**src/rtl/stopwatch_ctrl.sv**
```systemverilog
// Stopwatch control FSM: synchronises buttons/switches, sequences PAUSE/RUN/ADJUST
// and owns the MM:SS BCD time registers and per-digit blank enables.
module stopwatch_ctrl #(
    parameter int MIN_MAX     = 59,
    parameter int SYNC_STAGES = 2
) (
    input  logic       CLK_REF,
    input  logic       RST_N,
    input  logic       TICK_1HZ,
    input  logic       TICK_2HZ,
    input  logic       BLINK,
    input  logic       BTN_PAUSE,
    input  logic       BTN_RESET,
    input  logic       SW_ADJ,
    input  logic       SW_SEL,
    output logic [3:0] MIN_T,
    output logic [3:0] MIN_O,
    output logic [3:0] SEC_T,
    output logic [3:0] SEC_O,
    output logic [3:0] DIG_BLANK,
    output logic       RUNNING
);

    typedef enum logic [1:0] {PAUSE, RUN, ADJUST} state_t;

    localparam logic [3:0] MAX_T = 4'(MIN_MAX / 10);
    localparam logic [3:0] MAX_O = 4'(MIN_MAX % 10);

    state_t state, state_next;
    logic [SYNC_STAGES-1:0] pause_sync, reset_sync, adj_sync, sel_sync;
    logic pause_q, reset_q, t1_q, t2_q, armed;
    logic pause_rise, reset_rise, tick1, tick2, sw_adj, sw_sel;
    logic [3:0] min_t_n, min_o_n, sec_t_n, sec_o_n, blank_n;

    function automatic logic [7:0] bump_min(input logic [3:0] t, input logic [3:0] o);
        if (t == MAX_T && o == MAX_O) return 8'h00;
        if (o == 4'd9)                return {t + 4'd1, 4'd0};
        return {t, o + 4'd1};
    endfunction

    function automatic logic [7:0] bump_sec(input logic [3:0] t, input logic [3:0] o);
        if (t == 4'd5 && o == 4'd9) return 8'h00;
        if (o == 4'd9)              return {t + 4'd1, 4'd0};
        return {t, o + 4'd1};
    endfunction

    assign sw_adj     = adj_sync[SYNC_STAGES-1];
    assign sw_sel     = sel_sync[SYNC_STAGES-1];
    assign pause_rise = pause_sync[SYNC_STAGES-1] & ~pause_q;
    assign reset_rise = reset_sync[SYNC_STAGES-1] & ~reset_q;
    // armed stays low for the first edge after reset so a level already high needs a fresh rise
    assign tick1      = TICK_1HZ & ~t1_q & armed;
    assign tick2      = TICK_2HZ & ~t2_q & armed;

    always_ff @(posedge CLK_REF or negedge RST_N) begin
        if (!RST_N) begin
            pause_sync <= '0;
            reset_sync <= '0;
            adj_sync   <= '0;
            sel_sync   <= '0;
            pause_q    <= 1'b0;
            reset_q    <= 1'b0;
            t1_q       <= 1'b0;
            t2_q       <= 1'b0;
            armed      <= 1'b0;
        end else begin
            pause_sync <= {pause_sync[SYNC_STAGES-2:0], BTN_PAUSE};
            reset_sync <= {reset_sync[SYNC_STAGES-2:0], BTN_RESET};
            adj_sync   <= {adj_sync[SYNC_STAGES-2:0], SW_ADJ};
            sel_sync   <= {sel_sync[SYNC_STAGES-2:0], SW_SEL};
            pause_q    <= pause_sync[SYNC_STAGES-1];
            reset_q    <= reset_sync[SYNC_STAGES-1];
            t1_q       <= TICK_1HZ;
            t2_q       <= TICK_2HZ;
            armed      <= 1'b1;
        end
    end

    always_ff @(posedge CLK_REF or negedge RST_N) begin
        if (!RST_N) begin
            state     <= PAUSE;
            MIN_T     <= 4'd0;
            MIN_O     <= 4'd0;
            SEC_T     <= 4'd0;
            SEC_O     <= 4'd0;
            DIG_BLANK <= 4'b0000;
            RUNNING   <= 1'b0;
        end else begin
            state     <= state_next;
            MIN_T     <= min_t_n;
            MIN_O     <= min_o_n;
            SEC_T     <= sec_t_n;
            SEC_O     <= sec_o_n;
            DIG_BLANK <= blank_n;
            RUNNING   <= (state_next == RUN);
        end
    end

    // reset_rise outranks any transition, and a transition outranks an increment
    always_comb begin
        state_next = state;
        {min_t_n, min_o_n} = {MIN_T, MIN_O};
        {sec_t_n, sec_o_n} = {SEC_T, SEC_O};
        blank_n = 4'b0000;
        case (state)
            PAUSE: begin
                if (reset_rise)      state_next = PAUSE;
                else if (sw_adj)     state_next = ADJUST;
                else if (pause_rise) state_next = RUN;
            end
            RUN: begin
                if (reset_rise)  state_next = PAUSE;
                else if (sw_adj) state_next = ADJUST;
                else begin
                    if (pause_rise) state_next = PAUSE;
                    if (tick1) begin
                        {sec_t_n, sec_o_n} = bump_sec(SEC_T, SEC_O);
                        if (SEC_T == 4'd5 && SEC_O == 4'd9)
                            {min_t_n, min_o_n} = bump_min(MIN_T, MIN_O);
                    end
                end
            end
            ADJUST: begin
                if (reset_rise)   state_next = ADJUST;
                else if (!sw_adj) state_next = PAUSE;
                else if (tick2) begin
                    if (sw_sel) {sec_t_n, sec_o_n} = bump_sec(SEC_T, SEC_O);
                    else        {min_t_n, min_o_n} = bump_min(MIN_T, MIN_O);
                end
            end
            default: state_next = PAUSE;
        endcase
        if (reset_rise) begin
            {min_t_n, min_o_n, sec_t_n, sec_o_n} = 16'h0000;
        end
        if (state == ADJUST && !BLINK) begin
            blank_n = sw_sel ? 4'b0011 : 4'b1100;
        end
    end

endmodule

```
**config.mk**
```make
export PLATFORM = sky130hd
export DESIGN_NAME = stopwatch_ctrl
export DESIGN_NICKNAME = d
export VERILOG_FILES = /design/src/rtl/stopwatch_ctrl.sv
export SDC_FILE = /design/constraint.sdc
export NUM_CORES = 1
export LEC_CHECK = 0
export ABC_AREA = 1
export CORE_MARGIN = 8
export CORE_UTILIZATION = 55
export CTS_CLUSTER_DIAMETER = 200
export DETAILED_ROUTE_END_ITERATION = 12
export PLACE_DENSITY = 0.85
export SYNTH_ARGS = -nofsm -noshare
export SYNTH_HDL_FRONTEND = slang
export SYNTH_SLANG_ARGS = --single-unit
```
**constraint.sdc**
```tcl
create_clock -name CLK_REF -period 3.09 [get_ports CLK_REF]
set_input_delay 0.618 -clock CLK_REF [delete_from_list [all_inputs] [get_ports CLK_REF]]
set_output_delay 0.618 -clock CLK_REF [all_outputs]
set_load 0.02 [all_outputs]
```
=== Word level (Yosys, flattened, before mapping) ===
Cells that the tools add are included.

* Input port bits: 9
* Register bits after elaboration: 36
* Logic and storage cells: 157
* Output and inout port bits: 21

* $add $sub $neg: 4
* Bitwise logic cells: 10
* Equality and inequality tests: 18
* Multiplexer cells: 99
* Reductions and logical operators: 10

{| class="wikitable"
|+ Operators with widths
! cell !! number
|-
| 2-to-1 mux 4 bit || 28
|-
| 2-to-1 mux 8 bit || 12
|-
| 2-to-1 mux 1 bit || 46
|-
| case mux 4 bit (2 select lines) || 4
|-
| != test 3 bit (second input constant) || 7
|-
| adder 4 x 1 -> 4 bit (second input constant) || 4
|-
| 2-to-1 mux 2 bit || 8
|-
| != test 4 bit (second input constant) || 4
|-
| AND reduction 9 bit || 1
|-
| == test 4 x 3 -> 1 bit (second input constant) || 2
|-
| == test 4 bit (second input constant) || 2
|-
| AND reduction 8 bit || 1
|-
| AND reduction 7 bit || 1
|-
| AND 1 bit || 6
|-
| case mux 2 bit (3 select lines) || 1
|-
| AND reduction 6 bit || 1
|-
| == test 2 x 1 -> 1 bit (second input constant) || 2
|-
| NOT 1 bit || 4
|-
| logical AND 1 bit || 3
|-
| nonzero test 3 bit || 1
|-
| == test 2 bit (second input constant) || 1
|-
| zero test 2 bit || 1
|-
| zero test 1 bit || 1
|}

=== Depth between registers and ports, before layout ===
Gate-level depths: netlist of run 1.

* Depth after elaboration: 21
* Gate-level depth with buffers: 9
* Depth with buffers taken out: 9

=== Worst setup path after synthesis of run 1 ===
Ideal clock, no wire load.

* Kind: register to register
* From: register MIN_O[0]
* To: register MIN_T[0]
* Library setup time: 0.119 ns
* Clock period less this slack: 1.539 ns
* Required time: 2.971 ns
* Arrival time: 1.420 ns
* Path slack: 1.551 ns
* Path buffers: 0
* Cell stages (with the launch flop): 9
* Cell sequence: dfrtp_1 ha_1 nand2_1 nor2_1 nor2_1 nand2_1 nand4_2 nand2_1 nand2_1

* Cells in the longest elaborated chain, start to end: 14
* Elaborated cells on any way between the ends: 42
* Classes of those cells: eq/ne (3); mux (37); reduce/logical (2)

{| class="wikitable"
|+ Ends and longest elaborated chain
! element !! line !! source
|-
| start: declaration || 17 || <nowiki>output logic [3:0] MIN_O,</nowiki>
|-
| start signal: assignment || 91 || <nowiki>MIN_O <= min_o_n;</nowiki>
|-
| == test 4 bit * || 36, 37 ||
|-
| logical AND 1 bit || 36 || <nowiki>if (t == MAX_T && o == MAX_O) return 8'h00;</nowiki>
|-
| 2-to-1 mux 1 bit || 36 ||
|-
| 2-to-1 mux 1 bit (on tied branches) || 127, 118 ||
|-
| 2-to-1 mux 1 bit (on tied branches) || 126, 116 ||
|-
| 2-to-1 mux 1 bit (on tied branches) || 125, 113 ||
|-
| 2-to-1 mux 1 bit (on tied branches) || 124, 112 ||
|-
| 2-to-1 mux 1 bit || 105 || <nowiki>case (state)</nowiki>
|-
| 2-to-1 mux 8 bit || 37 || <nowiki>if (o == 4'd9) return {t + 4'd1, 4'd0};</nowiki>
|-
| 2-to-1 mux 4 bit (on tied branches) || 127, 118 ||
|-
| 2-to-1 mux 4 bit (on tied branches) || 126, 116 ||
|-
| 2-to-1 mux 4 bit (on tied branches) || 125, 113 ||
|-
| case mux 4 bit (2 select lines) || 105 ||
|-
| 2-to-1 mux 4 bit || 133 || <nowiki>if (reset_rise) begin</nowiki>
|-
| end signal: assignment || 90 || <nowiki>MIN_T <= min_t_n;</nowiki>
|-
| end: declaration || 16 || <nowiki>output logic [3:0] MIN_T,</nowiki>
|}

Mark *: on every way between the ends. The rest lies on a longest branch, timed or not. The select of a mux whose other input is x is not followed.
A chain may end at the register's enable or synchronous reset.

=== Worst setup path after layout of run 1 ===
* From: register MIN_T[0]
* To: output MIN_T[0]

No word-level cell between the ends.

==> impl_metrics.env, run 1 <==
export IMPL_status="complete, no violations"
export IMPL_wirelength_um=3296
export IMPL_hold_start="adj_sync[0]"
export IMPL_swShare_pct=36.81
export IMPL_hold_path_depth=0
export IMPL_reg2reg_depth=9
export IMPL_syn_area_per_cell_um2=8.680
export IMPL_cp_data_arrival_time_ns=1.45
export IMPL_drt_iter0_markers=77
export IMPL_comb_power_share_pct=32.8
export IMPL_wl_per_cell_um=12.68
export IMPL_die_area_um2=5047
export IMPL_root_buffer="clkbuf_4"
export IMPL_grt_overflow_total=0
export IMPL_viasPerCell=5.231
export IMPL_start_util_pct=55.97
export IMPL_num_rows=20
export IMPL_hold_viol=0
export IMPL_drt_met1_wl_um=1435
export IMPL_crit_family="buffers and inverters"
export IMPL_max_stage_delay_ns=0.64
export IMPL_clk_pin_slew_ns=0.12
export IMPL_h_tree_depth=2
export IMPL_numCtsBuffers=5
export IMPL_min_period_ns=2.068
export IMPL_leakagePower_uw=0.0009640
export IMPL_hp_class="reg2reg"
export IMPL_synth_edff_count=0
export IMPL_crit_slowest_cell="clkdlybuf4s50_1"
export IMPL_die_width_um=71.05
export IMPL_cap_violations=0
export IMPL_seqPwrFrac_pct=45.6
export IMPL_r2r_setup_slack_ns=1.33
export IMPL_clock_path_buffers=2
export IMPL_reg2reg_to="MIN_T[1]"
export IMPL_post_synth_num_cell_types=24
export IMPL_critPathRequiredTime_ns=2.47
export IMPL_postLayoutCoreUtil_pct=68.82
export IMPL_vdd_drop_max_v=0.0003776
export IMPL_hpwl_um=2431
export IMPL_top_layer="met4"
export IMPL_worstPathCellList="clkdlybuf4s50_1"
export IMPL_intPower_uw=781.7
export IMPL_core_area_um2=2978
export IMPL_ios=30
export IMPL_rsz0062_at_grt="no"
export IMPL_grt_max_degree=35
export IMPL_timing_fmax_mhz=483.5
export IMPL_postRouteAntennaNets=0
export IMPL_ys_flop_type="dfrtp_1"
export IMPL_vias=1360
export IMPL_grtUsageTotal_pct=14.29
export IMPL_fillers=252
export IMPL_diodes=0
export IMPL_synth_nets=207
export IMPL_gp_congestion=0.8289
export IMPL_postCtsResizedCells=0
export IMPL_p_switching_uw=455.3
export IMPL_setup_viol=0
export IMPL_critPathKind="reg2out"
export IMPL_route_detailed_drc=0
export IMPL_worst_hold_path_endpoint="adj_sync[1]"
export IMPL_layout_nets=241
export IMPL_yosysSeqAreaShare_pct=51.05
export IMPL_r2r_start="MIN_O[1]"
export IMPL_p_per_area_nw_per_um2=603.6
export IMPL_cts_sink_count=34
export IMPL_clk_latency_ns=0.35
export IMPL_cp_end_kind="primary output"
export IMPL_dr_wl_met3_um=195
export IMPL_drive_gt1_share_pct=9.251
export IMPL_clkPwrFrac_pct=21.5
export IMPL_tns_ns=0
export IMPL_maxSlewViolCount=0
export IMPL_dr_pass1_iters=4
export IMPL_async_flop_share_pct=100.0
export IMPL_crit_path_start_kind="flip-flop"
export IMPL_fin_ws_ns=1.022
export IMPL_dr_wl_met2_um=1598
export IMPL_cp_num_buf_inv=1
export IMPL_fin_skew_ns=0.01576
export IMPL_grt_pass1_wl_um=5768
export IMPL_critPathLaunch="MIN_T[0]"
export IMPL_hold_buffers=0
export IMPL_netlist_area_um2=1667
export IMPL_antenna_found_initial=0
export IMPL_postCtsSetupBuffers=0
export IMPL_first_global_vias=1377
export IMPL_die_y_um=71.05
export IMPL_ys_seq_elements=34
export IMPL_areaGrowthSynthToFinish_pct=22.97
export IMPL_worstPathMaxFanout=6
export IMPL_netlist_instances=192
export IMPL_ys_warn_count=0
export IMPL_dp_slack_ns=1.105
export IMPL_io_buffers=29
export IMPL_fin_crit_sh_pct=66.94
export IMPL_cts_tree="yes"
state kept, by name, indices dropped and copies added, names as in the netlist:
| register | flops |
|---|---|
| state | 2 |
| sel_sync | 2 |
| t1_q | 1 |
| pause_sync | 2 |
| armed | 1 |
| reset_sync | 2 |
| adj_sync | 2 |
| t2_q | 1 |
| RUNNING | 1 |
| SEC_O | 4 |
| MIN_O | 4 |
| DIG_BLANK | 2 |
| SEC_T | 4 |
| reset_q | 1 |
| pause_q | 1 |
| MIN_T | 4 |
cell usage in the layout (no fill, tap or decap):
cell             instances
nor2_1                  13
nand4_1                  7
nor2_2                   2
ha_1                     6
nand2_2                  2
o21ai_0                  8
nor3_1                   5
xor2_1                   4
a21oi_1                  4
inv_1                   20
nand2_4                  1
buf_4                    1
clkbuf_4                 5
nand4_2                  1
conb_1                   1
nand3_1                 22
nand3_2                  2
nand2_1                 47
clkinv_2                 1
clkbuf_8                 1
clkdlybuf4s50_1         29
nand3b_1                 1
inv_2                    2
clkinvlp_4               1
nor2_4                   2
dfrtp_1                 34
xnor2_1                  3
o21ai_1                  2
worst max-delay path by stage:
| stage | end | slack, ns | cells past startpoint |
|---|---|---|---|
| floorplan | MIN_T[0] | 1.55 | 8 |
| global placement | SEC_T[1] | 1.16 | 8 |
| finish | MIN_T[0] | 1.02 | 1 |
| detailed placement | SEC_T[3] | 1.11 | 8 |
| CTS | MIN_T[0] | 1.01 | 1 |
| global route | MIN_T[0] | 0.96 | 1 |
power by group through the flow:
stage,Combinational (uW),Clock (uW),Sequential (uW)
after global routing,451,288,574
after global placement,395,0,571
after CTS,410,270,566
final,406,266,565
after detailed placement,407,0,574
after floorplan,199,0,617
cell families after synthesis:
kind of cell | synth area share (%)
other | 0.2250
XOR/XNOR | 3.679
flip-flops | 51.05
AO/OA/AOI/OAI | 4.204
buffers and inverters | 6.156
AND/OR/NAND/NOR | 30.18
adder cells (fa/ha/maj) | 4.504
stage by stage:
step           power, uW  instance area (um^2)  hold slack, ns  instances
2_1_floorplan      816.1                  1667          0.3224        192
3_3_place_gp       966.1                  1986          0.3320        252
3_5_place_dp       981.0                  1986          0.3364        252
4_1_cts             1246                  2049          0.3605        260
5_1_grt             1313                  2049          0.3817        260
6_report            1237                  2049          0.3575        260
routing by layer:
layer	vias up	global-route usage [%]
met5	-	0
met4	0	6.697
met3	8	5.932
met2	41	24.82
met1	621	14.52
li1	690	-
cells in the mapped netlist, types with 3 or more instances:
| master | count | area, um^2 |
|---|---|---|
| xor2_1 | 4 | 35.03 |
| nor2_1 | 13 | 48.80 |
| nand4_1 | 7 | 43.79 |
| nand3_1 | 22 | 110.1 |
| a21oi_1 | 4 | 20.02 |
| nor3_1 | 5 | 25.02 |
| ha_1 | 6 | 75.07 |
| dfrtp_1 | 34 | 850.8 |
| nand2_1 | 47 | 176.4 |
| inv_1 | 20 | 75.07 |
| o21ai_0 | 8 | 40.04 |
| xnor2_1 | 3 | 26.28 |
cell type report:
type	count	area (um^2)	share of cell area [%]
Tap cell	33	41.29	2.015
Multi-Input combinational cell	133	713.2	34.80
Sequential cell	34	850.8	41.51
Clock inverter	2	12.51	0.6105
Inverter	22	82.58	4.029
Clock buffer	6	51.30	2.503
Timing Repair Buffer	30	297.8	14.53
Power figures use the tool's default switching activity.
==> run 2: changes to the inputs <==
Settings changed: CORE_UTILIZATION 55 to 46, PLACE_DENSITY 0.85 to 0.76.
Clock period 3.09 ns to 1.8 ns, I/O delays scaled along.
==> impl_metrics.env, run 2 (synthesis results as in run 1) <==
export IMPL_status="complete, no violations"
export IMPL_seqPwrFrac_pct=46.3
export IMPL_fin_ws_ns=0.09372
export IMPL_p_per_area_nw_per_um2=990.9
export IMPL_tns_ns=0
export IMPL_layout_nets=243
export IMPL_fin_total_pwr_uw=2082
export IMPL_crit_family="buffers and inverters"
export IMPL_postLayoutCoreUtil_pct=58.71
export IMPL_gp_congestion=0.8112
export IMPL_core_area_um2=3578
export IMPL_clock_path_buffers=2
export IMPL_critPathRequiredTime_ns=1.44
export IMPL_crit_path_start_kind="flip-flop"
export IMPL_num_rows=22
export IMPL_start_util_pct=46.57
export IMPL_final_common_cell="nand2_1"
export IMPL_cp_data_arrival_time_ns=1.35
export IMPL_hpwl_um=2296
export IMPL_die_area_um2=5805
export IMPL_h_tree_depth=2
export IMPL_ios=30
export IMPL_vdd_drop_max_v=0.0005965
export IMPL_leakagePower_uw=0.001151
export IMPL_min_period_ns=1.706
export IMPL_hold_buffers=0
export IMPL_numCtsBuffers=5
export IMPL_maxSlewViolCount=0
export IMPL_diodes=0
export IMPL_vias=1345
export IMPL_hold_viol=0
export IMPL_clk_pin_slew_ns=0.11
export IMPL_viasPerCell=4.856
export IMPL_root_buffer="clkbuf_4"
export IMPL_postRouteAntennaNets=0
export IMPL_grtUsageTotal_pct=11.89
export IMPL_dp_slack_ns=0.1261
export IMPL_swShare_pct=36.69
export IMPL_areaGrowthSynthToFinish_pct=26.05
export IMPL_die_width_um=76.19
export IMPL_setup_viol=0
export IMPL_grt_pass1_wl_um=5782
export IMPL_cp_num_buf_inv=1
export IMPL_fin_area_um2=2101
export IMPL_clk_latency_ns=0.35
export IMPL_grt_max_degree=35
export IMPL_dpl_cell_area_um2=2019
export IMPL_io_buffers=29
export IMPL_drt_iter0_markers=89
export IMPL_postCtsSetupBuffers=0
export IMPL_critPathKind="reg2out"
export IMPL_die_y_um=76.19
export IMPL_cts_tree="yes"
export IMPL_wl_per_cell_um=11.39
export IMPL_intPower_uw=1318
export IMPL_route_detailed_drc=0
export IMPL_max_stage_delay_ns=0.61
export IMPL_first_global_vias=1320
export IMPL_rsz0062_at_grt="no"
export IMPL_clkPwrFrac_pct=21.9
export IMPL_crit_slowest_cell="clkdlybuf4s50_1"
export IMPL_cts_sink_count=34
export IMPL_grt_overflow_total=0
export IMPL_comb_power_share_pct=31.8
export IMPL_worstPathCellList="clkdlybuf4s50_1"
export IMPL_fin_skew_ns=0.009673
export IMPL_hp_class="reg2reg"
export IMPL_cap_violations=0
export IMPL_antenna_found_initial=0
export IMPL_p_switching_uw=763.7
export IMPL_worstPathMaxFanout=3
export IMPL_timing_fmax_mhz=586.1
export IMPL_cp_end_kind="primary output"
export IMPL_fin_crit_sh_pct=94.79
export IMPL_dr_pass1_iters=4
export IMPL_layout_common_cells="46 x nand2_1, 34 x dfrtp_1, 22 x nand3_1"
export IMPL_wirelength_um=3154
export IMPL_drive_gt1_share_pct=10.48
-- run 2: final cells by class --
| class | instances | area [um^2] |
|---|---|---|
| clock inverter | 2 | 12.51 |
| clock buffer | 6 | 51.30 |
| sequential | 34 | 850.8 |
| timing repair buffer | 32 | 327.8 |
| inverter | 22 | 82.58 |
| tap | 48 | 60.06 |
| fill | 318 | 1478 |
| multi-input combinational | 133 | 715.7 |
-- run 2: worst register-to-register path, delay by kind of cell, from the launching register on --
| kind | cells | cell delay (ns) |
|---|---|---|
| AND/OR/NAND/NOR | 6 | 0.76 |
| adder cells (fa/ha/maj) | 1 | 0.14 |
| buffers and inverters | 2 | 0.12 |
| flip-flops | 1 | 0.44 |
-- run 2: timing repair --
action	CTS	global route
pin swaps	0	0
setup endpoints to repair	6	11
resized for setup	6	10
-- run 2: final timing paths --
path                       cells after the start       endpoint  slack [ns]     startpoint
setup reg to reg                               9       MIN_T[0]        0.22       SEC_T[1]
setup / recovery                               1       SEC_T[3]        0.09       SEC_T[3]
min in group asynchronous                      2       SEC_O[3]        0.40          RST_N
hold reg to reg                                0  reset_sync[1]        0.36  reset_sync[0]
max in group asynchronous                      2       SEC_O[1]        1.09          RST_N
hold / removal                                 0  reset_sync[1]        0.36  reset_sync[0]
-- run 2: power groups by stage --
stage               Combinational [uW]  Clock, uW  Sequential [uW]
floorplan                          341          0             1060
global placement                   683          0              983
detailed placement                 688          0              984
CTS                                676        468              969
global route                       745        511              988
finish                             661        456              965
-- run 2: layer usage --
metal	global-route usage, %	share of wire, %	vias to the layer above
li1	-	-	692
met1	14.86	47	612
met2	17.31	45	37
met3	4.835	6.6	4
met4	5.769	1.6	0
met5	0	0	-
-- run 2: metrics by stage --
step | hold WS [ns] | std cells
5_1_grt | 0.3673 | 277
3_3_place_gp | 0.3329 | 269
4_1_cts | 0.3594 | 277
2_1_floorplan | 0.06441 | 192
6_report | 0.3570 | 277
3_5_place_dp | 0.3362 | 269
==> run 3: changes to the inputs <==
Settings changed: CORE_ASPECT_RATIO from default to 0.5, CORE_UTILIZATION 46 to 51, PLACE_DENSITY 0.76 to default, PLACE_DENSITY_LB_ADDON from default to 0.25.
Clock period 1.8 ns to 1.72 ns, I/O delays scaled along.
==> impl_metrics.env, run 3 (synthesis results as in run 1) <==
export IMPL_cts_sink_count=34
export IMPL_worstPathCellList="clkdlybuf4s50_1"
export IMPL_hold_viol=0
export IMPL_hold_buffers=0
export IMPL_drt_iter0_markers=78
export IMPL_fin_skew_ns=0.004800
export IMPL_die_area_um2=5464
export IMPL_cp_end_kind="primary output"
export IMPL_cap_violations=0
export IMPL_start_util_pct=54.37
export IMPL_grt_overflow_total=0
export IMPL_numCtsBuffers=5
export IMPL_ios=30
export IMPL_rsz0062_at_grt="no"
export IMPL_gp_congestion=0.8189
export IMPL_clk_latency_ns=0.28
export IMPL_maxSlewViolCount=0
export IMPL_worstPathMaxFanout=4
export IMPL_cts_tree="yes"
export IMPL_critPathRequiredTime_ns=1.38
export IMPL_timing_fmax_mhz=604.0
export IMPL_antenna_found_initial=0
export IMPL_root_buffer="clkbuf_8"
export IMPL_cp_num_buf_inv=1
export IMPL_crit_path_start_kind="flip-flop"
export IMPL_critPathKind="reg2out"
export IMPL_tns_ns=0
export IMPL_h_tree_depth=2
export IMPL_max_stage_delay_ns=0.63
export IMPL_ff_latch_area_um2=850.8
export IMPL_crit_slowest_cell="clkdlybuf4s50_1"
export IMPL_critPathLaunch="SEC_O[1]"
export IMPL_postRouteAntennaNets=0
export IMPL_hpwl_um=2632
export IMPL_hp_class="reg2reg"
export IMPL_core_area_um2=3065
export IMPL_grt_pass1_wl_um=6265
export IMPL_place_inst=264
export IMPL_layout_common_cells="47 x nand2_1, 34 x dfrtp_1, 22 x nand3_1"
export IMPL_fin_ws_ns=0.06451
export IMPL_wl_per_cell_um=13.38
export IMPL_fillers=236
export IMPL_vdd_drop_max_v=0.0008925
export IMPL_p_per_area_nw_per_um2=1106
export IMPL_postLayoutCoreUtil_pct=70.33
export IMPL_crit_family="buffers and inverters"
export IMPL_setup_viol=0
export IMPL_fin_area_um2=2156
export IMPL_final_common_cell="nand2_1"
export IMPL_diodes=0
export IMPL_die_y_um=56.42
export IMPL_dpl_cell_area_um2=2044
export IMPL_wirelength_um=3640
export IMPL_clock_path_buffers=2
export IMPL_layout_nets=246
export IMPL_clk_pin_slew_ns=0.07
export IMPL_first_global_vias=1414
export IMPL_grt_max_degree=35
export IMPL_multiInputGateArea_um2=723.2
export IMPL_viasPerCell=5.121
export IMPL_status="complete, no violations"
export IMPL_num_rows=14
export IMPL_min_period_ns=1.655
export IMPL_r2r_start="SEC_T[1]"
export IMPL_drive_gt1_share_pct=11.21
export IMPL_fin_crit_sh_pct=96.25
export IMPL_vias=1393
export IMPL_die_width_um=96.85
export IMPL_io_buffers=29
export IMPL_grtUsageTotal_pct=14.05
export IMPL_fin_cells=272
export IMPL_cp_data_arrival_time_ns=1.31
export IMPL_dr_pass1_iters=4
export IMPL_areaGrowthSynthToFinish_pct=29.35
export IMPL_leakagePower_uw=0.001126
export IMPL_route_detailed_drc=0
export IMPL_dp_slack_ns=0.03276
export IMPL_hold_start="adj_sync[0]"
[run 3: cell count changes in the layout (fill, tap and decap cells not counted), moves of 2 or more]
cell             change
clkdlybuf4s50_1      +5
clkbuf_4             -5
buf_4                +2
dlymetal6s2s_1       -3
dlygate4sd2_1        -2
clkbuf_8             +5
[run 3: final cells by class]
cell class	count	area share, %
multi-input combinational	133	33.55
clock buffer	7	4.005
timing repair buffer	35	16.60
inverter	22	3.831
tap	40	2.322
clock inverter	1	0.2322
sequential	34	39.47
[run 3: worst paths after layout]
check,depth (start not counted),end,slack [ns]
max,1,SEC_O[1],0.06
min reg2reg,0,adj_sync[1],0.35
max reg2reg,9,MIN_T[0],0.19
max in group asynchronous,2,SEC_T[3],0.95
min,0,adj_sync[1],0.35
min in group asynchronous,2,adj_sync[1],0.47
[run 3: through the flow]
step	power, uW	hold slack (ns)
CTS	2407	0.3522
detailed placement	1809	0.3386
global route	2529	0.3646
finish	2384	0.3468
floorplan	1466	0.04841
global placement	1787	0.3322
[run 3: what timing repair did]
item                                    4_1_cts  5_1_grt
endpoints found under the setup margin        4       10
buffers inserted                              0        0
resized for setup                             4        8
[run 3: per-layer routing]
metal,part of all wire (%),GRT usage (%),up-vias
met5,0,0,-
met4,1.4,6.291,0
met3,5.5,5.000,7
met2,48,23.95,36
met1,45,15.57,655
li1,-,-,695
[run 3: where the power goes]
part | total [uW] | switching (uW) | internal, uW
Sequential | 1000 | 100 | 900
Combinational | 785 | 458 | 327
Clock | 599 | 276 | 323
Total | 2380 | 835 | 1550
